$ cat src/rtl/sram_arb_pkg.sv
// Shared types and constants for the two-port SRAM arbiter.
package sram_arb_pkg;

  localparam int ADDR_W = 18;
  localparam int DATA_W = 32;
  localparam int CNT_W  = 4;

  localparam logic PORT0 = 1'b0;
  localparam logic PORT1 = 1'b1;

  typedef enum logic [1:0] {
    ST_IDLE,
    ST_SETUP,
    ST_ACCESS,
    ST_HOLD
  } state_e;

endpackage

$ cat src/rtl/sram_arb_pick.sv
// Winner selection between the two requesters.
// SRAM_ARB_FIXED_PRIO_EN: port 0 always wins; otherwise round-robin on last-served.
module sram_arb_pick
  import sram_arb_pkg::*;
(
  input  logic i_req0,
  input  logic i_req1,
  input  logic i_last,
  output logic o_winner
);

`ifdef SRAM_ARB_FIXED_PRIO_EN
  logic w_unused_last;
  assign w_unused_last = i_last;
  assign o_winner      = i_req0 ? PORT0 : PORT1;
`else
  always_comb begin
    // NOTE: default first so every path assigns o_winner and no latch is inferred.
    o_winner = PORT0;
    if (i_req0 && i_req1) o_winner = ~i_last;
    else if (i_req1)      o_winner = PORT1;
  end
`endif

endmodule

$ cat src/rtl/sram_arbiter.sv
// Two-port arbiter for an asynchronous SRAM: IDLE -> SETUP -> ACCESS x WAIT_CYC -> HOLD.
// Define SRAM_ARB_FIXED_PRIO_EN to give port 0 absolute priority instead of round-robin.
module sram_arbiter
  import sram_arb_pkg::*;
#(
  parameter int WAIT_CYC = 2
) (
  input  logic              clk,
  input  logic              reset_n,
  input  logic              p0_req,
  input  logic              p1_req,
  input  logic              p0_we,
  input  logic              p1_we,
  input  logic [ADDR_W-1:0] p0_addr,
  input  logic [ADDR_W-1:0] p1_addr,
  input  logic [DATA_W-1:0] p0_wd,
  input  logic [DATA_W-1:0] p1_wd,
  output logic              p0_ack,
  output logic              p1_ack,
  output logic [DATA_W-1:0] p0_rd,
  output logic [DATA_W-1:0] p1_rd,
  output logic              sram_oe_n,
  output logic              sram_we_n,
  output logic [ADDR_W-1:0] sram_addr,
  output logic [DATA_W-1:0] sram_wd,
  output logic              sram_wd_oe,
  input  logic [DATA_W-1:0] sram_rd,
  output logic              busy,
  output logic              gnt_port
);

  state_e           r_state, w_state_nx;
  logic [CNT_W-1:0] r_cnt;
  logic             r_last, r_gnt, r_we;
  logic             w_winner, w_load, w_last_acc;
  logic             w_we_nx, w_gnt_nx;
  logic             w_oe_n_nx, w_we_n_nx, w_wd_oe_nx, w_busy_nx, w_ack0_nx, w_ack1_nx;

  sram_arb_pick u_pick (
    .i_req0   (p0_req),
    .i_req1   (p1_req),
    .i_last   (r_last),
    .o_winner (w_winner)
  );

  assign w_load     = (r_state == ST_IDLE) && (p0_req || p1_req);
  assign w_last_acc = (r_state == ST_ACCESS) && (r_cnt == '0);

  always_comb begin
    w_state_nx = r_state;
    unique case (r_state)
      ST_IDLE:   if (p0_req || p1_req) w_state_nx = ST_SETUP;
      ST_SETUP:  w_state_nx = ST_ACCESS;
      ST_ACCESS: if (r_cnt == '0) w_state_nx = ST_HOLD;
      ST_HOLD:   w_state_nx = ST_IDLE;
      default:   w_state_nx = ST_IDLE;
    endcase
  end

  // Outputs are decoded from the next state so each pin leaves a flop in the cycle it applies to.
  always_comb begin
    w_we_nx    = w_load ? (w_winner ? p1_we : p0_we) : r_we;
    w_gnt_nx   = w_load ? w_winner : r_gnt;
    w_busy_nx  = (w_state_nx != ST_IDLE);
    w_wd_oe_nx = w_busy_nx && w_we_nx;
    w_oe_n_nx  = !((w_state_nx == ST_ACCESS) && !w_we_nx);
    w_we_n_nx  = !((w_state_nx == ST_ACCESS) && w_we_nx);
    w_ack0_nx  = (w_state_nx == ST_HOLD) && (w_gnt_nx == PORT0);
    w_ack1_nx  = (w_state_nx == ST_HOLD) && (w_gnt_nx == PORT1);
  end

  // NOTE: sequential state uses non-blocking assignments so every flop samples pre-edge values.
  always_ff @(posedge clk or negedge reset_n) begin
    if (!reset_n) begin
      r_state    <= ST_IDLE;
      r_cnt      <= '0;
      r_last     <= PORT1;
      r_gnt      <= PORT0;
      r_we       <= 1'b0;
      sram_addr  <= '0;
      sram_wd    <= '0;
      sram_oe_n  <= 1'b1;
      sram_we_n  <= 1'b1;
      sram_wd_oe <= 1'b0;
      busy       <= 1'b0;
      p0_ack     <= 1'b0;
      p1_ack     <= 1'b0;
      p0_rd      <= '0;
      p1_rd      <= '0;
    end else begin
      r_state    <= w_state_nx;
      sram_oe_n  <= w_oe_n_nx;
      sram_we_n  <= w_we_n_nx;
      sram_wd_oe <= w_wd_oe_nx;
      busy       <= w_busy_nx;
      p0_ack     <= w_ack0_nx;
      p1_ack     <= w_ack1_nx;

      if (w_load) begin
        r_we      <= w_we_nx;
        r_gnt     <= w_winner;
        r_last    <= w_winner;
        sram_addr <= w_winner ? p1_addr : p0_addr;
        sram_wd   <= w_winner ? p1_wd : p0_wd;
      end

      if ((w_state_nx == ST_ACCESS) && (r_state != ST_ACCESS))
        r_cnt <= CNT_W'(WAIT_CYC - 1);
      else if ((r_state == ST_ACCESS) && (r_cnt != '0))
        r_cnt <= r_cnt - 1'b1;

      if (w_last_acc && !r_we) begin
        if (r_gnt == PORT1) p1_rd <= sram_rd;
        else                p0_rd <= sram_rd;
      end
    end
  end

  assign gnt_port = r_gnt;

endmodule

$ cat config.mk
export PLATFORM = sky130hd
export DESIGN_NAME = sram_arbiter
export DESIGN_NICKNAME = d
export VERILOG_FILES = /design/src/rtl/sram_arb_pkg.sv /design/src/rtl/sram_arb_pick.sv /design/src/rtl/sram_arbiter.sv
export SDC_FILE = /design/constraint.sdc
export NUM_CORES = 1
export LEC_CHECK = 0
export CAP_MARGIN = 10
export CORE_MARGIN = 2
export CORE_UTILIZATION = 40
export CTS_BUF_LIST = sky130_fd_sc_hd__clkbuf_8
export CTS_CLUSTER_DIAMETER = 60
export DETAILED_ROUTE_END_ITERATION = 10
export PLACE_DENSITY = 0.78
export SLEW_MARGIN = 30
export SYNTH_ARGS = -nofsm -noshare
export SYNTH_HDL_FRONTEND = slang
export SYNTH_SLANG_ARGS = --single-unit
$ cat constraint.sdc
create_clock -name clk -period 4.06 [get_ports clk]
set_input_delay 1.218 -clock clk [delete_from_list [all_inputs] [get_ports clk]]
set_output_delay 1.218 -clock clk [all_outputs]
set_load 0.005 [all_outputs]
* Word level (Yosys, flattened, before mapping) *
Cells that the tools add are included.

cells by class
  add/subtract/negate cells = 1
  eq/ne operators = 6
  mux-type cells = 12
  bitwise operators = 3
  reduce and logical (&&, ||, !) cells = 23

operator list
  kind                                                                   count
  32-bit 2-to-1 mux                                                      1
  18-bit 2-to-1 mux                                                      1
  1-bit logical AND                                                      11
  2-bit equality test, second input constant                             4
  4-bit 2-to-1 mux                                                       2
  2-bit one-hot mux with 4 select lines                                  1
  1-bit 2-to-1 mux                                                       5
  1-bit logical NOT                                                      4
  4-bit logical NOT                                                      1
  2-bit 2-to-1 mux                                                       2
  2-bit AND reduction                                                    2
  2-bit nonzero test                                                     2
  4-bit nonzero test                                                     1
  4-bit by 1-bit subtractor with 4-bit output, second input constant     1
  1-bit NOT                                                              3
  2-bit by 1-bit equality test with 1-bit output, second input constant  1
  2-bit logical NOT                                                      1
  2-bit != test, second input constant                                   1
  1-bit logical OR                                                       1

storage, ports and cells
  bits in registers = 129
  input bits = 138
  output and inout bits = 121
  logic and storage cells = 60

* Depth between registers and ports, before layout *
  depth after elaboration = 7
  depth in mapped cells = 7
  gate-level depth less buffers = 6

* Hierarchy *
Synthesis repeated with hierarchy kept, for this count alone.

second synthesis, totals
  cells, all modules = 412
  area total of the unflattened synthesis = 5340.1 um^2

modules (own cells, without submodules)
  module         times used  cells an instance  area an instance (um^2)
  sram_arbiter   1           411                5328.9
  sram_arb_pick  1           1                  11.3

* Worst setup path after synthesis *
Ideal clock, no wire load.

  path type = input -> register
  from = input port p1_req
  to = register sram_we_n
  arrival time = 2150 ps
  required time = 3966 ps
  path slack = 1816 ps
  cell stages on the path = 4
  path through = nor3_1 a221o_1 inv_1 or4_1

on the way
  cells in the longest elaborated chain, start to end = 6

ends and longest elaborated chain
  element                                line                source
  start, declared                        sram_arbiter.sv:11  input logic p1_req,
  1-bit logical OR                       sram_arbiter.sv:52  ST_IDLE: if (p0_req || p1_req) w_state_nx = ST_SETUP;
  2-bit 2-to-1 mux                       sram_arbiter.sv:52
  2-bit one-hot mux with 4 select lines  sram_arbiter.sv:51  unique case (r_state)
  via w_state_nx[0]                      sram_arbiter.sv:32  state_e r_state, w_state_nx;
  2-bit equality test                    sram_arbiter.sv:67  w_we_n_nx = !((w_state_nx == ST_ACCESS) && w_we_nx);
  1-bit logical AND                      sram_arbiter.sv:67
  1-bit logical NOT                      sram_arbiter.sv:67
  via w_we_n_nx                          sram_arbiter.sv:37  logic w_oe_n_nx, w_we_n_nx, w_wd_oe_nx, w_busy_nx, w_ack0_nx, w_ack1_nx;
  end signal, assigned                   sram_arbiter.sv:93  sram_we_n <= w_we_n_nx;
  end, declared                          sram_arbiter.sv:23  output logic sram_we_n,

The timed path passes the listed nets, and every way through them passes these cells.
A chain may end at the register's enable or synchronous reset.

* Worst setup path after layout *
  from = input port p0_req
  to = register sram_addr[5]

on the way
  cells in the longest elaborated chain, start to end = 3

ends and longest elaborated chain
  element               line                 source
  start, declared       sram_arbiter.sv:10   input logic p0_req,
  1-bit logical AND     sram_arb_pick.sv:20  if (i_req0 && i_req1) o_winner = ~i_last;
  1-bit 2-to-1 mux      sram_arb_pick.sv:20
  18-bit 2-to-1 mux     sram_arbiter.sv:103  sram_addr <= w_winner ? p1_addr : p0_addr;
  end signal, assigned  sram_arbiter.sv:103
  end, declared         sram_arbiter.sv:24   output logic [ADDR_W-1:0] sram_addr,

Several ways; a longest one is shown, not always the timed one.

==> flow_summary.ini <==
[outcome]
status = finished clean

[global_route]
grt_pass1_wl_um = 23000
overflow = 0
grt_max_degree = 71
antenna_found_initial = 0
track_usage_pct = 20.5
grt_pass1_vias = 4544

[clock_network]
cts_resized = 0
cts_tree = yes
cts_hold_buf = 0
htree_num_levels = 4
clock-sinks = 129
cts_max_path_buffers = 2
cts_setup_buffers = 0
clk_pin_slew_ns = 0.08
clock_latency_ns = 0.42
cts_root_buf = clkbuf_8
cts_buffers = 17

[floorplanning]
die_height_um = 119
dieArea_sq_mm = 0.0142
row_count = 42
core-area_sq_mm = 0.0131
die_w_um = 119
initial_core_util_pct = 40.6
pin_count = 259

[power_and_ir_drop]
fin_total_pwr_uw = 6050
vdd_drop_max_mv = 0.312
leakage_uw = 0.00349
powerDensity_mw_per_mm2 = 716

[timing]
holdWs_ns = 0.488
post-route-period-util_pct = 68.6
fmax_mhz = 359
worst_pin_slew_ns = 0.754
slew_viol_final = 0
fin_skew_ns = 0.00968
period_needed_ns = 2.79
rsz0062_at_grt = no
finalHoldViolCount = 0
slew_headroom_pct = 49.7
tns_ns = 0
finalSetupViolations = 0

[route]
totalWireLength_um = 14200
ant_nets = 0
routed_via_density = 4.90
routedWlPerCell_um = 15.5
wl_met2_um = 7020
vias = 4482
dr.pass1.iters = 4
top_layer = met4
wl_met3_um = 1130
drc = 0
wl_met1_um = 5880
drtIter0Drc = 198

[placement]
place_congestion = 0.827
dp_hpwl_um = 10600
placed_cells = 883
placed_cell_area_sq_mm = 0.00806
portBuffers = 258

[worst_hold_path]
min_path_type = flop to flop
hp-start = p0_rd[6]

[synthesis]
synth-edff-count = 0
synth.distinct_cells = 34
synthFlopType = dfrtp_1
ys_seq_area_share_pct = 60.8
syn_area_sq_mm = 0.00531
synth_warnings = 0
synth.net_count = 614
syn_avg_cell_area_sq_um = 11.3
ys_async_sr_fraction_pct = 100
synthCells = 471
synth_seq_cells = 129

[cells_and_area]
layout_commonest_cell = clkdlybuf4s50_1
area_delta_synth_final_pct = 58.9
final_cell_mix = clkdlybuf4s50_1 (257), dfrtp_1 (126), nand2_1 (102)
final_area_sq_mm = 0.00845
final_cells = 915
drive_above_1_share_pct = 14.9
fin_nets = 869
n_antenna_cell = 0

[worst_setup_path]
cp.arrival_ns = 3.12
crit_path_end_kind = flop
crit_start = p0_req
criticalPathCategory = input port to flop
cp-start-kind = input port
path_max_fanout = 52
timing.rr.start = r_cnt[0]
crit_required_ns = 4.40

[run]
drv_cap = 0
[area by class of cell]
cell class                      count  area, sq um
Multi-Input combinational cell    307         1940
Fill cell                         996         4640
Sequential cell                   129         3230
Inverter                            7         26.3
Tap cell                          176          220
Timing Repair Buffer              264         2640
Clock inverter                     13          125
Clock buffer                       19          262
[flip-flops by register name, indices dropped and copies added (netlist names)]
name        count
sram_we_n       1
r_we            1
p0_rd          32
busy            1
gnt_port        1
p0_ack          1
p1_rd          32
sram_wd        32
sram_addr      18
r_cnt           4
sram_oe_n       1
r_state         2
p1_ack          1
sram_wd_oe      1
r_last          1
[worst paths after layout]
| path | end | slack, ns | depth (start not counted) |
|---|---|---|---|
| worst max register to register | p0_rd[8] | 1.86 | 6 |
| min in group asynchronous | sram_addr[13] | 0.86 | 1 |
| worst min register to register | p0_rd[6] | 0.49 | 1 |
| max in group asynchronous | sram_wd[13] | 2.38 | 2 |
| worst max-delay path | sram_addr[5] | 1.27 | 5 |
| worst min-delay path | p0_rd[6] | 0.49 | 1 |
[through the flow]
stage	worst slack [ns]	util (%)
floorplan	1.82	-
global placement	0.932	61.6
detailed placement	0.789	61.6
CTS	1.28	64.5
global route	1.13	64.5
finish	1.27	64.5
[cells by family (layout without fill, tap and decap cells)]
family          after synthesis  after routing  synth area share (%)
compound gates               66             66                  7.98
xor+xnor                      1              1                 0.165
fa+ha+maj                     5              5                  1.18
buf+inv                      35            303                  2.97
flops                       129            129                  60.8
mux                          64             64                  13.6
simple gates                171            171                  13.3
[where the power goes]
group          internal [uW]  leakage, uW  switching [uW]  total (uW)
Clock                    526     0.000182             526        1050
Combinational           1680      0.00183            1010        2700
Sequential              1940      0.00148             361        2300
[metal layers]
metal / vias up / track usage [%]
li1: 2133 / -
met1: 2135 / 25.5
met2: 196 / 34.3
met3: 18 / 6.70
met4: 0 / 5.36
met5: - / 0
[Yosys cell counts, types with 3 or more instances]
master	instances	area share, %
nand2_1	102	7.2
dfrtp_1	126	59
buf_6	3	0.64
a31oi_1	51	6.0
nor3_1	3	0.28
buf_2	3	0.28
nor2_1	54	3.8
clkbuf_1	20	1.4
a21oi_1	4	0.38
ha_1	5	1.2
dfstp_2	3	1.5
or3_1	3	0.35
inv_1	7	0.49
mux2_2	62	13
[critical path, stage by stage]
cell and delay [ns]:
clkdlybuf4s50_1 0.64, o21a_4 0.48, buf_4 0.50, nor2_1 0.10
a31oi_1 0.16
No activity file was read; power rests on OpenSTA's default activity.
